File: src/rtl/sbox_lookup_arbiter_if.sv
// Requester handshakes plus the dual-port S-box RAM port bundle for sbox_lookup_arbiter.
// slave = arbiter side; master = requesters and RAM side.
interface sbox_lookup_arbiter_if;
  logic         key_req;
  logic [31:0]  key_word;
  logic         key_ack;
  logic [31:0]  key_result;
  logic         st_req;
  logic         st_inv;
  logic [127:0] st_data;
  logic         st_ack;
  logic [127:0] st_result;
  logic         busy;
  logic         sbox_cea;
  logic [8:0]   sbox_ada;
  logic         sbox_ceb;
  logic [8:0]   sbox_adb;
  logic [7:0]   sbox_douta;
  logic [7:0]   sbox_doutb;

  modport slave (
    input  key_req, key_word, st_req, st_inv, st_data, sbox_douta, sbox_doutb,
    output key_ack, key_result, st_ack, st_result, busy,
           sbox_cea, sbox_ada, sbox_ceb, sbox_adb
  );

  modport master (
    output key_req, key_word, st_req, st_inv, st_data, sbox_douta, sbox_doutb,
    input  key_ack, key_result, st_ack, st_result, busy,
           sbox_cea, sbox_ada, sbox_ceb, sbox_adb
  );
endinterface

File: src/rtl/sbox_lookup_arbiter.sv
// Round-robin sharing of one dual-port S-box RAM between SubWord (4 bytes) and SubBytes (16 bytes).
// Optional counters: define SBOX_LOOKUP_ARBITER_STATS_EN.
module sbox_lookup_arbiter #(
  parameter int READ_LAT = 1
) (
  input  logic                 clk,
  input  logic                 reset,
  sbox_lookup_arbiter_if.slave bus
`ifdef SBOX_LOOKUP_ARBITER_STATS_EN
  ,
  output logic [15:0]          stat_key_ops,
  output logic [15:0]          stat_st_ops,
  output logic [15:0]          stat_conflicts
`endif
);

  typedef enum logic [1:0] {IDLE, ISSUE, DRAIN, DONE} state_t;
  typedef enum logic {GRANT_KEY, GRANT_STATE} grant_t;

  state_t       state, state_next;
  grant_t       last_grant, cur_grant;
  logic         grant_key_now, grant_st_now;
  logic [127:0] operand;
  logic         inv;
  logic [2:0]   k;
  logic [2:0]   last_k;
  logic [127:0] collect, collect_next;
  logic [31:0]  key_result_q;
  logic [127:0] st_result_q;
  logic [READ_LAT-1:0] tag_valid;
  logic [2:0]   tag_idx [READ_LAT];
  logic         tag_out_valid;
  logic [2:0]   tag_out_idx;

  assign last_k        = (cur_grant == GRANT_KEY) ? 3'd1 : 3'd7;
  assign tag_out_valid = tag_valid[READ_LAT-1];
  assign tag_out_idx   = tag_idx[READ_LAT-1];

  // On a tie the requester that did not win last time is granted.
  always_comb begin
    grant_key_now = 1'b0;
    grant_st_now  = 1'b0;
    if (bus.key_req && bus.st_req) begin
      grant_key_now = (last_grant == GRANT_STATE);
      grant_st_now  = (last_grant == GRANT_KEY);
    end else begin
      grant_key_now = bus.key_req;
      grant_st_now  = bus.st_req;
    end
  end

  always_ff @(posedge clk) begin
    if (reset) state <= IDLE;
    else       state <= state_next;
  end

  always_comb begin
    state_next   = state;
    bus.sbox_cea = 1'b0;
    bus.sbox_ceb = 1'b0;
    bus.sbox_ada = 9'd0;
    bus.sbox_adb = 9'd0;
    case (state)
      IDLE:  if (grant_key_now || grant_st_now) state_next = ISSUE;
      ISSUE: begin
        bus.sbox_cea = 1'b1;
        bus.sbox_ceb = 1'b1;
        bus.sbox_ada = {inv, operand[{k, 4'b0000} +: 8]};
        bus.sbox_adb = {inv, operand[{k, 4'b1000} +: 8]};
        if (k == last_k) state_next = DRAIN;
      end
      DRAIN: if (tag_out_valid && (tag_out_idx == last_k)) state_next = DONE;
      DONE:  state_next = IDLE;
      default: state_next = IDLE;
    endcase
  end

  always_comb begin
    collect_next = collect;
    if (tag_out_valid) begin
      collect_next[{tag_out_idx, 4'b0000} +: 8] = bus.sbox_douta;
      collect_next[{tag_out_idx, 4'b1000} +: 8] = bus.sbox_doutb;
    end
  end

  // Results are published only on the final capture so they stay stable between acks.
  always_ff @(posedge clk) begin
    if (reset) begin
      last_grant   <= GRANT_STATE;
      cur_grant    <= GRANT_STATE;
      operand      <= '0;
      inv          <= 1'b0;
      k            <= 3'd0;
      collect      <= '0;
      key_result_q <= '0;
      st_result_q  <= '0;
    end else begin
      collect <= collect_next;
      if (state == IDLE && (grant_key_now || grant_st_now)) begin
        cur_grant  <= grant_key_now ? GRANT_KEY : GRANT_STATE;
        last_grant <= grant_key_now ? GRANT_KEY : GRANT_STATE;
        operand    <= grant_key_now ? {96'd0, bus.key_word} : bus.st_data;
        inv        <= grant_key_now ? 1'b0 : bus.st_inv;
        k          <= 3'd0;
      end else if (state == ISSUE) begin
        k <= k + 3'd1;
      end
      if (state == DRAIN && state_next == DONE) begin
        if (cur_grant == GRANT_KEY) key_result_q <= collect_next[31:0];
        else                        st_result_q  <= collect_next;
      end
    end
  end

  always_ff @(posedge clk) begin
    if (reset) begin
      tag_valid <= '0;
      for (int i = 0; i < READ_LAT; i++) tag_idx[i] <= 3'd0;
    end else begin
      tag_valid[0] <= (state == ISSUE);
      tag_idx[0]   <= k;
      for (int i = 1; i < READ_LAT; i++) begin
        tag_valid[i] <= tag_valid[i-1];
        tag_idx[i]   <= tag_idx[i-1];
      end
    end
  end

  assign bus.key_ack    = (state == DONE) && (cur_grant == GRANT_KEY);
  assign bus.st_ack     = (state == DONE) && (cur_grant == GRANT_STATE);
  assign bus.busy       = (state != IDLE);
  assign bus.key_result = key_result_q;
  assign bus.st_result  = st_result_q;

`ifdef SBOX_LOOKUP_ARBITER_STATS_EN
  always_ff @(posedge clk) begin
    if (reset) begin
      stat_key_ops   <= 16'd0;
      stat_st_ops    <= 16'd0;
      stat_conflicts <= 16'd0;
    end else begin
      if (bus.key_ack && stat_key_ops != 16'hFFFF) stat_key_ops <= stat_key_ops + 16'd1;
      if (bus.st_ack && stat_st_ops != 16'hFFFF)   stat_st_ops  <= stat_st_ops + 16'd1;
      if (state == IDLE && bus.key_req && bus.st_req && stat_conflicts != 16'hFFFF)
        stat_conflicts <= stat_conflicts + 16'd1;
    end
  end
`endif

endmodule

File: src/flat_wrapper.sv
// flat-port wrapper written by rule: the top's interface ports become plain ports
module sbox_lookup_arbiter_flat 
#(
  parameter int READ_LAT = 1
)
  (clk, reset, bus_key_req, bus_key_word, bus_st_req, bus_st_inv, bus_st_data, bus_sbox_douta, bus_sbox_doutb, bus_key_ack, bus_key_result, bus_st_ack, bus_st_result, bus_busy, bus_sbox_cea, bus_sbox_ada, bus_sbox_ceb, bus_sbox_adb);
  sbox_lookup_arbiter_if bus_i ();
  input  logic clk;
  input  logic reset;
  input wire logic [$bits(bus_i.key_req)-1:0] bus_key_req;
  input wire logic [$bits(bus_i.key_word)-1:0] bus_key_word;
  input wire logic [$bits(bus_i.st_req)-1:0] bus_st_req;
  input wire logic [$bits(bus_i.st_inv)-1:0] bus_st_inv;
  input wire logic [$bits(bus_i.st_data)-1:0] bus_st_data;
  input wire logic [$bits(bus_i.sbox_douta)-1:0] bus_sbox_douta;
  input wire logic [$bits(bus_i.sbox_doutb)-1:0] bus_sbox_doutb;
  output wire logic [$bits(bus_i.key_ack)-1:0] bus_key_ack;
  output wire logic [$bits(bus_i.key_result)-1:0] bus_key_result;
  output wire logic [$bits(bus_i.st_ack)-1:0] bus_st_ack;
  output wire logic [$bits(bus_i.st_result)-1:0] bus_st_result;
  output wire logic [$bits(bus_i.busy)-1:0] bus_busy;
  output wire logic [$bits(bus_i.sbox_cea)-1:0] bus_sbox_cea;
  output wire logic [$bits(bus_i.sbox_ada)-1:0] bus_sbox_ada;
  output wire logic [$bits(bus_i.sbox_ceb)-1:0] bus_sbox_ceb;
  output wire logic [$bits(bus_i.sbox_adb)-1:0] bus_sbox_adb;
  assign bus_i.key_req = bus_key_req;
  assign bus_i.key_word = bus_key_word;
  assign bus_i.st_req = bus_st_req;
  assign bus_i.st_inv = bus_st_inv;
  assign bus_i.st_data = bus_st_data;
  assign bus_i.sbox_douta = bus_sbox_douta;
  assign bus_i.sbox_doutb = bus_sbox_doutb;
  assign bus_key_ack = bus_i.key_ack;
  assign bus_key_result = bus_i.key_result;
  assign bus_st_ack = bus_i.st_ack;
  assign bus_st_result = bus_i.st_result;
  assign bus_busy = bus_i.busy;
  assign bus_sbox_cea = bus_i.sbox_cea;
  assign bus_sbox_ada = bus_i.sbox_ada;
  assign bus_sbox_ceb = bus_i.sbox_ceb;
  assign bus_sbox_adb = bus_i.sbox_adb;
  sbox_lookup_arbiter #(.READ_LAT(READ_LAT)) u_core (.clk(clk), .reset(reset), .bus(bus_i));
endmodule
File: config.mk
export PLATFORM = sky130hd
export DESIGN_NAME = sbox_lookup_arbiter_flat
export DESIGN_NICKNAME = d
export VERILOG_FILES = /design/src/rtl/sbox_lookup_arbiter_if.sv /design/src/rtl/sbox_lookup_arbiter.sv /design/src/flat_wrapper.sv
export SDC_FILE = /design/constraint.sdc
export NUM_CORES = 1
export LEC_CHECK = 0
export ABC_AREA = 1
export ABC_CLOCK_PERIOD_IN_PS = 6520
export BUFFER_PORTS_ARGS = -buffer_cell sky130_fd_sc_hd__buf_2
export CORE_MARGIN = 2
export CORE_UTILIZATION = 50
export CTS_BUF_LIST = sky130_fd_sc_hd__clkbuf_8
export DETAILED_ROUTE_END_ITERATION = 7
export PLACE_DENSITY = 0.74
export SYNTH_ARGS = -nofsm -noshare
export SYNTH_HDL_FRONTEND = slang
export SYNTH_SLANG_ARGS = --single-unit
File: constraint.sdc
create_clock -name clk -period 6.52 [get_ports clk]
set_input_delay 0 -clock clk [delete_from_list [all_inputs] [get_ports clk]]
set_output_delay 0 -clock clk [all_outputs]
set_load 0.02 [all_outputs]
==> flow_metrics.py, run 1 <==
metrics = {
    "global_route": {
        "grt_pass1_wl_um": 89500,
        "grt.total_usage_pct": 31.2,
        "grt_max_degree": 130,
        "antenna_found_initial": 3,
        "grt_pass1_vias": 17400,
        "grt_overflow": 0,
    },
    "critical_path": {
        "cp.required_ns": 7.02,
        "critical_path_arrival_ns": 4.38,
        "crit_path_start_kind": "register",
        "cpPeakStageDelay_ns": 0.92,
        "critPathTopFamily": "buffers and inverters",
        "regToRegStartpoint": "u_core.tag_idx[0][1]$_SDFF_PP0_",
        "crit_slowest_cell": "dfxtp_1",
        "r2r_cells": 10,
        "end_kind": "register",
        "r2r_end": "u_core.collect[118]$_SDFF_PP0_",
        "path_class": "register to register",
        "crit_path_cell_trace": "clkinv_2, ha_1, ha_1, nor2_1, nand2_1, nor2_2, inv_2, nand2_1, a21oi_1, dlygate4sd3_1",
        "ff2ff_setup_slack_ns": 2.64,
        "critPathBufInv": 3,
        "cp_max_fo": 29,
    },
    "final_layout": {
        "fin_nets": 3030,
        "multi_input_comb_area_sq_um": 7150,
        "sequential_cell_area_sq_um": 8550,
        "layout.cells.non_filler": 3346,
        "syn2layout_area_growth_pct": 30.5,
        "drive_gt1_share_pct": 17.9,
        "nFillCells": 2881,
    },
    "yosys": {
        "yosysTopAreaCell": "dfxtp_1",
        "asyncSetResetFlopFracSynth_pct": 0,
        "synth_enable_flop_cells": 0,
        "synth-warning-count": 0,
        "synthesis.instances": 2342,
        "yosysTopAreaCellShare_pct": 49.4,
        "synth.distinct_cells": 33,
        "synth-main-ff-cell": "dfxtp_1",
        "ys_top_cells_by_area": "dfxtp_1, nand2_1, a21oi_1, nand3_1, nor2_1",
        "synth_area_sq_um": 17300,
        "yosysSeqAreaShare_pct": 49.4,
        "syn_nets": 2530,
        "ys_seq_elements": 427,
        "syn_area_per_cell_sq_um": 7.39,
    },
    "sta": {
        "final-max-slew-violation-count": 0,
        "rsz0062_at_grt": "no",
        "finalCritPeriodShare_pct": 59.4,
        "hold_viol": 0,
        "worst_pin_slew_ns": 1.27,
        "finalSetupViolations": 0,
        "maxSlewHeadroom_pct": 15.4,
        "period_minus_slack_ns": 3.88,
        "fin_setup_tns_ns": 0,
        "fin_skew_ns": 0.0321,
        "fmax_ghz": 0.258,
    },
    "drt": {
        "drc": 0,
        "drt_first_pass_iters": 7,
        "vias": 18200,
        "avgViaCountPerCell": 5.45,
        "totalWireLength_um": 58000,
        "antenna_left": 0,
        "drt_iter0_drc": 1772,
        "avgRoutedWirePerCell_um": 17.3,
    },
    "placed_design": {
        "gp_congestion": 0.929,
        "dp_hpwl_um": 34200,
        "port_buffers": 363,
        "place_inst": 3004,
    },
    "floorplan": {
        "die_h_um": 190,
        "floorplan.rows": 68,
        "dieArea_sq_um": 36100,
        "start_util_pct": 50.5,
        "coreArea_sq_um": 34300,
        "num_io_pins": 364,
        "dieWidth_um": 190,
    },
    "min_path": {
        "hold_start": "bus_st_data[92]",
        "hold_path.class": "primary input to register",
        "hold_end": "u_core.operand[92]$_SDFFE_PP0P_",
        "hold_depth": 4,
    },
    "clocking": {
        "cts_buffers": 71,
        "cts_tree": "yes",
        "worstSkewPairLatency_ns": 0.62,
        "cts_setup_buffers": 0,
        "ctsLongestPathBuffers": 3,
        "cts_sinks": 427,
        "postCtsHoldBufs": 220,
        "cts_resized": 0,
        "cts-root-buf": "clkbuf_8",
        "cts.reportedPaths.clkPinSlew_ns": 0.06,
        "cts_max_level": 3,
    },
    "outcome": {
        "status": "finished, final reports clean",
    },
    "power_and_ir_drop": {
        "powerDensity_nw_per_um2": 246,
        "leakage_nw": 10.1,
        "peakVddDrop_mv": 0.162,
    },
    "run": {
        "drv_cap": 0,
    },
}
==> tightest hold or removal path: cells and delay by family <==
kind	cells	cell delay (ns)
AOI/OAI and AO/OA	1	0.06
buffers and inverters	2	0.62
and+or+nand+nor	1	0.06
==> logic make-up after synthesis <==
logic type | after synthesis | share of synthesized area [%]
simple gates | 965 | 23.6
fa+ha+maj | 7 | 0.506
compound gates | 549 | 17.1
flops | 427 | 49.4
buf+inv | 394 | 9.43
==> cell type report <==
cell class	count	area share [%]
Timing Repair Buffer	595	18.2
Sequential cell	427	37.8
Multi-Input combinational cell	1521	31.6
Tap cell	455	2.52
Inverter	226	3.77
Antenna cell	1	0.0111
Clock inverter	34	0.758
Clock buffer	87	5.30
==> power by group <==
part / switching (mW) / internal [mW]
logic: 0.333 / 0.222
clock network: 1.10 / 1.21
registers: 0.0323 / 2.67
total: 1.46 / 4.11
==> metal layers <==
metal	track usage, %	vias to the layer above	share of wire (%)	wire, um
met3	8.52	265	10	5790
li1	-	8640	-	-
met4	15.8	2	5.1	2950
met5	0	-	0.022	13
met1	39.1	8343	40	23000
met2	49.5	982	45	26200
==> state kept, by name (all words and copies together), names as in the netlist <==
| name | count |
|---|---|
| u_core.operand | 128 |
| u_core.collect | 128 |
| u_core.state | 2 |
| u_core.k | 3 |
| u_core.bus.key_result | 32 |
| u_core.tag_idx | 3 |
| u_core.tag_out_valid | 1 |
| u_core.inv | 1 |
| u_core.cur_grant | 1 |
| u_core.bus.st_result | 128 |
==> worst max path at each step <==
stage	start	endpoint	slack (ns)	cells past startpoint
floorplan	u_core.tag_idx[0][0]$_SDFF_PP0_	u_core.bus.st_result[64]$_SDFFE_PP0P_	4.33	11
finish	u_core.tag_idx[0][1]$_SDFF_PP0_	u_core.collect[118]$_SDFF_PP0_	2.64	10
detailed placement	u_core.tag_idx[0][1]$_SDFF_PP0_	u_core.bus.st_result[64]$_SDFFE_PP0P_	3.17	10
CTS	u_core.tag_idx[0][1]$_SDFF_PP0_	u_core.collect[96]$_SDFF_PP0_	2.77	10
global placement	u_core.tag_idx[0][1]$_SDFF_PP0_	u_core.bus.st_result[20]$_SDFFE_PP0P_	3.35	8
global route	u_core.tag_idx[0][1]$_SDFF_PP0_	u_core.collect[118]$_SDFF_PP0_	2.37	10
==> cell usage after synthesis, types with 9 or more instances <==
cell	count
nand2_1	388
buf_1	16
buf_2	68
nand3_1	236
o21a_1	17
buf_4	12
o21ai_1	24
clkbuf_1	69
and3_1	16
a22oi_1	16
o211ai_1	16
o31ai_1	31
a21oi_1	255
o21ai_0	186
dfxtp_1	427
inv_1	215
nor2_2	13
nor2_1	291
nand4_1	9
==> placed cells by master (no fill, tap or decap), types with 17 or more instances in the layout <==
| cell | instances |
|---|---|
| dfxtp_1 | 425 |
| nand2_1 | 387 |
| buf_2 | 362 |
| nor2_1 | 291 |
| a21oi_1 | 255 |
| nand3_1 | 236 |
| inv_1 | 233 |
| dlygate4sd3_1 | 220 |
| o21ai_0 | 186 |
| clkbuf_8 | 87 |
| o31ai_1 | 31 |
| o21ai_1 | 23 |
| o21a_1 | 17 |
==> through the flow <==
stage	power (mW)	instance area, sq um	hold slack (ns)	utilization (%)	worst slack [ns]
5_1_grt	5.76	22600	0.157	65.9	2.37
4_1_cts	5.56	22600	0.130	65.9	2.77
6_report	5.57	22600	0.158	65.9	2.64
2_1_floorplan	3.01	17300	0.139	-	4.33
3_5_place_dp	3.17	19000	0.233	55.5	3.17
3_3_place_gp	3.16	19000	0.229	55.5	3.35
No activity file was read; power rests on OpenSTA's default activity.
==> inputs of run 2 (changes only) <==
- ABC_AREA: 1 -> 0
- ABC_CLOCK_PERIOD_IN_PS: 6520 -> 3500
- PLACE_DENSITY: 0.74 -> 0.78
- clock period: 6.52 -> 3.5 ns (I/O delays scaled with it)
==> flow_metrics.py, run 2 <==
metrics = {
    "final_layout": {
        "layout_common_cells": "dfxtp_1, buf_2, nor2_1",
        "nFillCells": 2287,
        "final_util_pct": 67.6,
        "fin_nets": 2182,
        "syn2layout_area_growth_pct": 32.4,
        "layout.cells.non_filler": 2442,
        "final_common_cell": "dfxtp_1",
        "drive_gt1_share_pct": 25.6,
    },
    "min_path": {
        "hold_depth": 2,
        "hold_path.class": "primary input to register",
    },
    "clocking": {
        "worstSkewPairLatency_ns": 0.59,
        "cts.reportedPaths.clkPinSlew_ns": 0.06,
        "cts_sinks": 427,
        "cts-root-buf": "clkbuf_8",
        "cts_resized": 0,
        "cts_buffers": 70,
        "ctsLongestPathBuffers": 3,
        "cts_tree": "yes",
        "cts_max_level": 3,
    },
    "sta": {
        "fin_setup_tns_ns": 0,
        "layout_setup_ws_ns": 0.720,
        "hold_viol": 0,
        "period_minus_slack_ns": 2.78,
        "maxSlewHeadroom_pct": 45.7,
        "rsz0062_at_grt": "no",
        "worst_pin_slew_ns": 0.813,
        "final-max-slew-violation-count": 0,
        "fin_skew_ns": 0.0329,
        "fmax_ghz": 0.360,
        "finalSetupViolations": 0,
        "finalCritPeriodShare_pct": 79.4,
    },
    "drt": {
        "totalWireLength_um": 49700,
        "drt_first_pass_iters": 5,
        "avgViaCountPerCell": 5.64,
        "vias": 13800,
        "antenna_left": 0,
        "drt_iter0_drc": 1006,
        "avgRoutedWirePerCell_um": 20.3,
        "drc": 0,
    },
    "outcome": {
        "status": "finished, final reports clean",
    },
    "critical_path": {
        "crit_path_cell_trace": "buf_4, inv_1, ha_1, ha_1, nor3_1, nand4_1, mux2i_1, a211oi_1",
        "cpPeakStageDelay_ns": 0.57,
        "ff2ff_setup_slack_ns": 0.72,
        "cp.required_ns": 3.92,
        "end_kind": "register",
        "critPathTopFamily": "simple AND/OR/NAND/NOR gates",
        "crit_slowest_cell": "nand4_1",
        "path_class": "register to register",
        "r2r_cells": 8,
        "crit_path_start_kind": "register",
        "critPathBufInv": 2,
        "cp_max_fo": 26,
        "critPathMostFrequentCell": "ha_1",
        "critical_path_arrival_ns": 3.20,
        "worst-path-stages": 8,
    },
    "floorplan": {
        "dieArea_sq_um": 32800,
        "coreArea_sq_um": 30700,
        "die_h_um": 181,
        "dieWidth_um": 181,
        "num_io_pins": 364,
        "floorplan.rows": 64,
        "start_util_pct": 51.1,
    },
    "yosys": {
        "yosysSeqAreaShare_pct": 54.4,
        "synthesis.instances": 1500,
        "syn_nets": 1688,
        "synth_area_sq_um": 15700,
        "yosysTopAreaCellShare_pct": 54.4,
        "synth-main-ff-cell": "dfxtp_1",
        "synth_enable_flop_cells": 0,
        "yosysMostFrequentCell": "dfxtp_1",
        "syn_area_per_cell_sq_um": 10.5,
        "synth.distinct_cells": 42,
        "asyncSetResetFlopFracSynth_pct": 0,
        "synth_top_cells_by_count": "dfxtp_1, nor2_1, a211oi_1",
        "ys_top_cells_by_area": "dfxtp_1, nor2_1, a211oi_1, mux2i_1, a22o_1",
        "yosysTopAreaCell": "dfxtp_1",
        "synth-warning-count": 0,
        "ys_seq_elements": 427,
    },
    "run": {
        "drv_cap": 0,
    },
    "placed_design": {
        "gp_congestion": 0.845,
        "dp_slack_ns": 0.735,
        "port_buffers": 363,
        "dp_hpwl_um": 30000,
        "place_inst": 2135,
    },
    "power_and_ir_drop": {
        "leakage_nw": 9.15,
        "peakVddDrop_mv": 0.327,
        "powerDensity_nw_per_um2": 496,
        "p_total_mw": 10.3,
    },
    "global_route": {
        "grt_overflow": 0,
        "grt.total_usage_pct": 29.3,
        "grt_pass1_wl_um": 75700,
        "grt_pass1_vias": 13600,
        "antenna_found_initial": 3,
        "grt_max_degree": 168,
    },
}
==> run 2: changes by cell type after synthesis, sizes merged, moves of 31 or more <==
cell / delta
a22o: +113
a211oi: +144
inv: -216
buf: -58
mux4: +32
nand3: -224
o2bb2ai: +32
a21oi: -223
nand2: -384
mux2i: +104
o31ai: -31
o21ai: -208
==> run 2: what timing repair did <==
action,in CTS,in global routing
hold buffers,183,0
setup buffers,0,0
hold endpoints to repair,273,0
==> run 2: power breakdown <==
group,internal [mW],total [mW],switching [mW]
logic,0.492,1.03,0.535
registers,5.01,5.12,0.118
clock network,2.18,4.16,1.97
total,7.68,10.3,2.63
==> run 2: layout make-up <==
class	count	area [sq um]	area share, %
inverter	6	22.5	0.108
sequential	427	8550	41.1
antenna	3	7.51	0.0361
tap	396	495	2.38
multi-input combinational	929	6560	31.6
clock buffer	84	1160	5.56
timing repair buffer	560	3820	18.4
clock inverter	37	176	0.848
==> run 2: per-layer routing <==
layer	GRT usage (%)	share of wire (%)	routed length (um)
met3	6.67	7.7	3840
met5	0	0	0
met4	16.4	5.6	2780
met2	50.6	49	24400
met1	33.7	38	18700
==> run 2: stage by stage <==
stage,instance area [sq um],hold WS (ns)
6_report,20800,0.0592
4_1_cts,20800,0.0351
5_1_grt,20800,0.0979
2_1_floorplan,15700,0.126
3_3_place_gp,17600,0.210
3_5_place_dp,17600,0.213
==> run 2: kinds of logic (layout without fill, tap and decap cells) <==
family          Yosys count  after routing  share of synthesized area, %
simple gates            432            432                          12.1
flops                   427            427                          54.4
xor+xnor                  3              3                         0.167
buf+inv                 144            687                          3.97
compound gates          343            343                          17.0
other cells               0              3                             0
fa+ha+maj                 7              7                         0.558
mux                     144            144                          11.8
==> run 2: worst paths after layout <==
check,from,end
hold reg to reg,u_core.inv$_SDFFE_PP0P_,u_core.inv$_SDFFE_PP0P_
setup / recovery,u_core.tag_idx[0][0]$_SDFF_PP0_,u_core.bus.key_result[7]$_SDFFE_PP0P_
hold / removal,reset,u_core.tag_out_valid$_SDFF_PP0_
setup reg to reg,u_core.tag_idx[0][0]$_SDFF_PP0_,u_core.bus.key_result[7]$_SDFFE_PP0P_
==> inputs of run 3 (changes only) <==
- ABC_CLOCK_PERIOD_IN_PS: 3500 -> 2900
- PLACE_DENSITY: 0.78 -> 0.75
- clock period: 3.5 -> 2.9 ns (I/O delays scaled with it)
==> flow_metrics.py, run 3 (same netlist as run 2, synthesis figures left out) <==
metrics = {
    "floorplan": {
        "floorplan.rows": 64,
        "start_util_pct": 51.1,
        "num_io_pins": 364,
        "die_h_um": 181,
        "dieArea_sq_um": 32800,
        "coreArea_sq_um": 30700,
        "dieWidth_um": 181,
    },
    "final_layout": {
        "fin_nets": 2198,
        "layout_common_cells": "dfxtp_1, buf_2, nor2_1",
        "num_antenna_cells": 0,
        "final_common_cell": "dfxtp_1",
        "drive_gt1_share_pct": 26.2,
        "syn2layout_area_growth_pct": 33.4,
        "nFillCells": 2283,
    },
    "critical_path": {
        "regToRegStartpoint": "u_core.tag_idx[0][0]$_SDFF_PP0_",
        "r2r_cells": 7,
        "crit_path_start_kind": "register",
        "cp_max_fo": 16,
        "end_kind": "output port",
        "r2r_end": "u_core.bus.st_result[38]$_SDFFE_PP0P_",
        "ff2ff_setup_slack_ns": 0.46,
        "path_class": "register to output port",
        "critical_path_arrival_ns": 2.59,
        "cp.required_ns": 2.90,
    },
    "global_route": {
        "grt.total_usage_pct": 29.5,
        "grt.busiest_layer": "met2",
        "grtUsageMet3_pct": 7.16,
        "grt_pass1_wl_um": 76300,
        "use_met2_pct": 51.8,
        "grt_overflow": 0,
        "antenna_found_initial": 0,
        "grt_max_degree": 130,
        "grt_use_met1_pct": 33.4,
        "grt_pass1_vias": 13900,
    },
    "clocking": {
        "ctsLongestPathBuffers": 3,
        "worstSkewPairLatency_ns": 0.60,
        "cts_buffers": 70,
        "cts-root-buf": "clkbuf_8",
        "cts_setup_buffers": 0,
        "cts_tree": "yes",
        "cts_sinks": 427,
        "cts.reportedPaths.clkPinSlew_ns": 0.06,
        "cts_max_level": 3,
    },
    "drt": {
        "drc": 0,
        "totalWireLength_um": 49800,
        "antenna_left": 0,
        "avgViaCountPerCell": 5.65,
        "drt_iter0_drc": 976,
        "drt_first_pass_iters": 6,
        "avgRoutedWirePerCell_um": 20.4,
        "vias": 13800,
    },
    "run": {
        "drv_cap": 0,
    },
    "sta": {
        "hold_viol": 0,
        "fin_skew_ns": 0.0392,
        "fin_setup_tns_ns": 0,
        "worst_pin_slew_ns": 1.15,
        "maxSlewHeadroom_pct": 23.3,
        "fmax_ghz": 0.385,
        "period_minus_slack_ns": 2.59,
        "rsz0062_at_grt": "no",
        "final-max-slew-violation-count": 0,
        "finalCritPeriodShare_pct": 89.5,
        "finalSetupViolations": 0,
        "layout_setup_ws_ns": 0.306,
    },
    "placed_design": {
        "dp_hpwl_um": 30300,
        "gp_congestion": 0.809,
        "dp_slack_ns": 0.539,
        "port_buffers": 363,
    },
    "min_path": {
        "hold_depth": 4,
        "hold_path.class": "primary input to register",
        "hold_start": "bus_st_req",
        "hold_end": "u_core.k[0]$_SDFFE_PP0P_",
    },
    "power_and_ir_drop": {
        "powerDensity_nw_per_um2": 596,
        "peakVddDrop_mv": 0.457,
        "leakage_nw": 9.20,
    },
    "outcome": {
        "status": "finished, final reports clean",
    },
}
==> run 3: cell types whose count changed in the layout (fill, tap and decap cells not counted) <==
cell,delta
clkinv_4,+1
buf_12,+4
buf_4,+9
clkinv_2,+1
diode_2,-3
dlygate4sd3_1,+3
bufinv_16,+1
clkbuf_8,-1
inv_1,-11
==> run 3: final cells by class <==
cell class	instances	area, sq um	area share, %
clock buffer	83	1140	5.45
inverter	6	22.5	0.107
timing repair buffer	576	4000	19.1
tap	396	495	2.36
multi-input combinational	929	6560	31.3
clock inverter	29	179	0.854
sequential	427	8550	40.8
==> run 3: how the worst max path moves through the flow <==
stage / from / end / slack [ns] / cells past startpoint
final: u_core.state[1]$_SDFF_PP0_ / bus_sbox_adb[6] / 0.31 / 5
after global routing: u_core.state[1]$_SDFF_PP0_ / bus_sbox_adb[6] / 0.15 / 5
after CTS: u_core.k[0]$_SDFFE_PP0P_ / bus_sbox_adb[6] / 0.31 / 4
after detailed placement: u_core.tag_idx[0][0]$_SDFF_PP0_ / u_core.bus.st_result[66]$_SDFFE_PP0P_ / 0.54 / 7
after global placement: u_core.tag_idx[0][0]$_SDFF_PP0_ / u_core.bus.st_result[52]$_SDFFE_PP0P_ / 0.61 / 7
after floorplan: u_core.tag_idx[0][0]$_SDFF_PP0_ / u_core.bus.st_result[16]$_SDFFE_PP0P_ / 0.16 / 11
==> run 3: power by group <==
group | total, mW | switching [mW] | internal (mW)
Clock | 5.04 | 2.35 | 2.69
Sequential | 6.18 | 0.140 | 6.04
Combinational | 1.26 | 0.653 | 0.603
==> run 3: critical path, cell delays in order, from the launching register on <==
cell      delay (ns)
dfxtp_1         0.37
nand2b_1        0.22
inv_1           0.24
and2_1          0.63
a22o_1          0.34
buf_2           0.21
==> run 3: through the flow <==
| stage | cells | hold slack (ns) | total power [mW] | instance area [sq um] | utilization (%) |
|---|---|---|---|---|---|
| after floorplan | 1500 | 0.126 | 6.87 | 15700 | - |
| after global placement | 2148 | 0.209 | 7.24 | 17800 | 57.8 |
| after detailed placement | 2148 | 0.211 | 7.26 | 17800 | 57.8 |
| after CTS | 2446 | 0.00172 | 12.4 | 21000 | 68.1 |
| after global routing | 2446 | 0.0272 | 12.9 | 21000 | 68.1 |
| final | 2446 | 0.0194 | 12.5 | 21000 | 68.1 |
==> run 3: routing by layer <==
metal  part of all wire [%]  up-vias  routed length, um
met5                      0        -                  0
met4                    4.9        0               2440
met3                    7.6      157               3790
met2                     49      710              24600
met1                     38     6538              18900
li1                       -     6419                  -
==> run 3: what timing repair did <==
action / in CTS / in global routing
gates resized for setup: 0 / 0
hold buffers: 186 / 0
endpoints found under the hold margin: 305 / 0
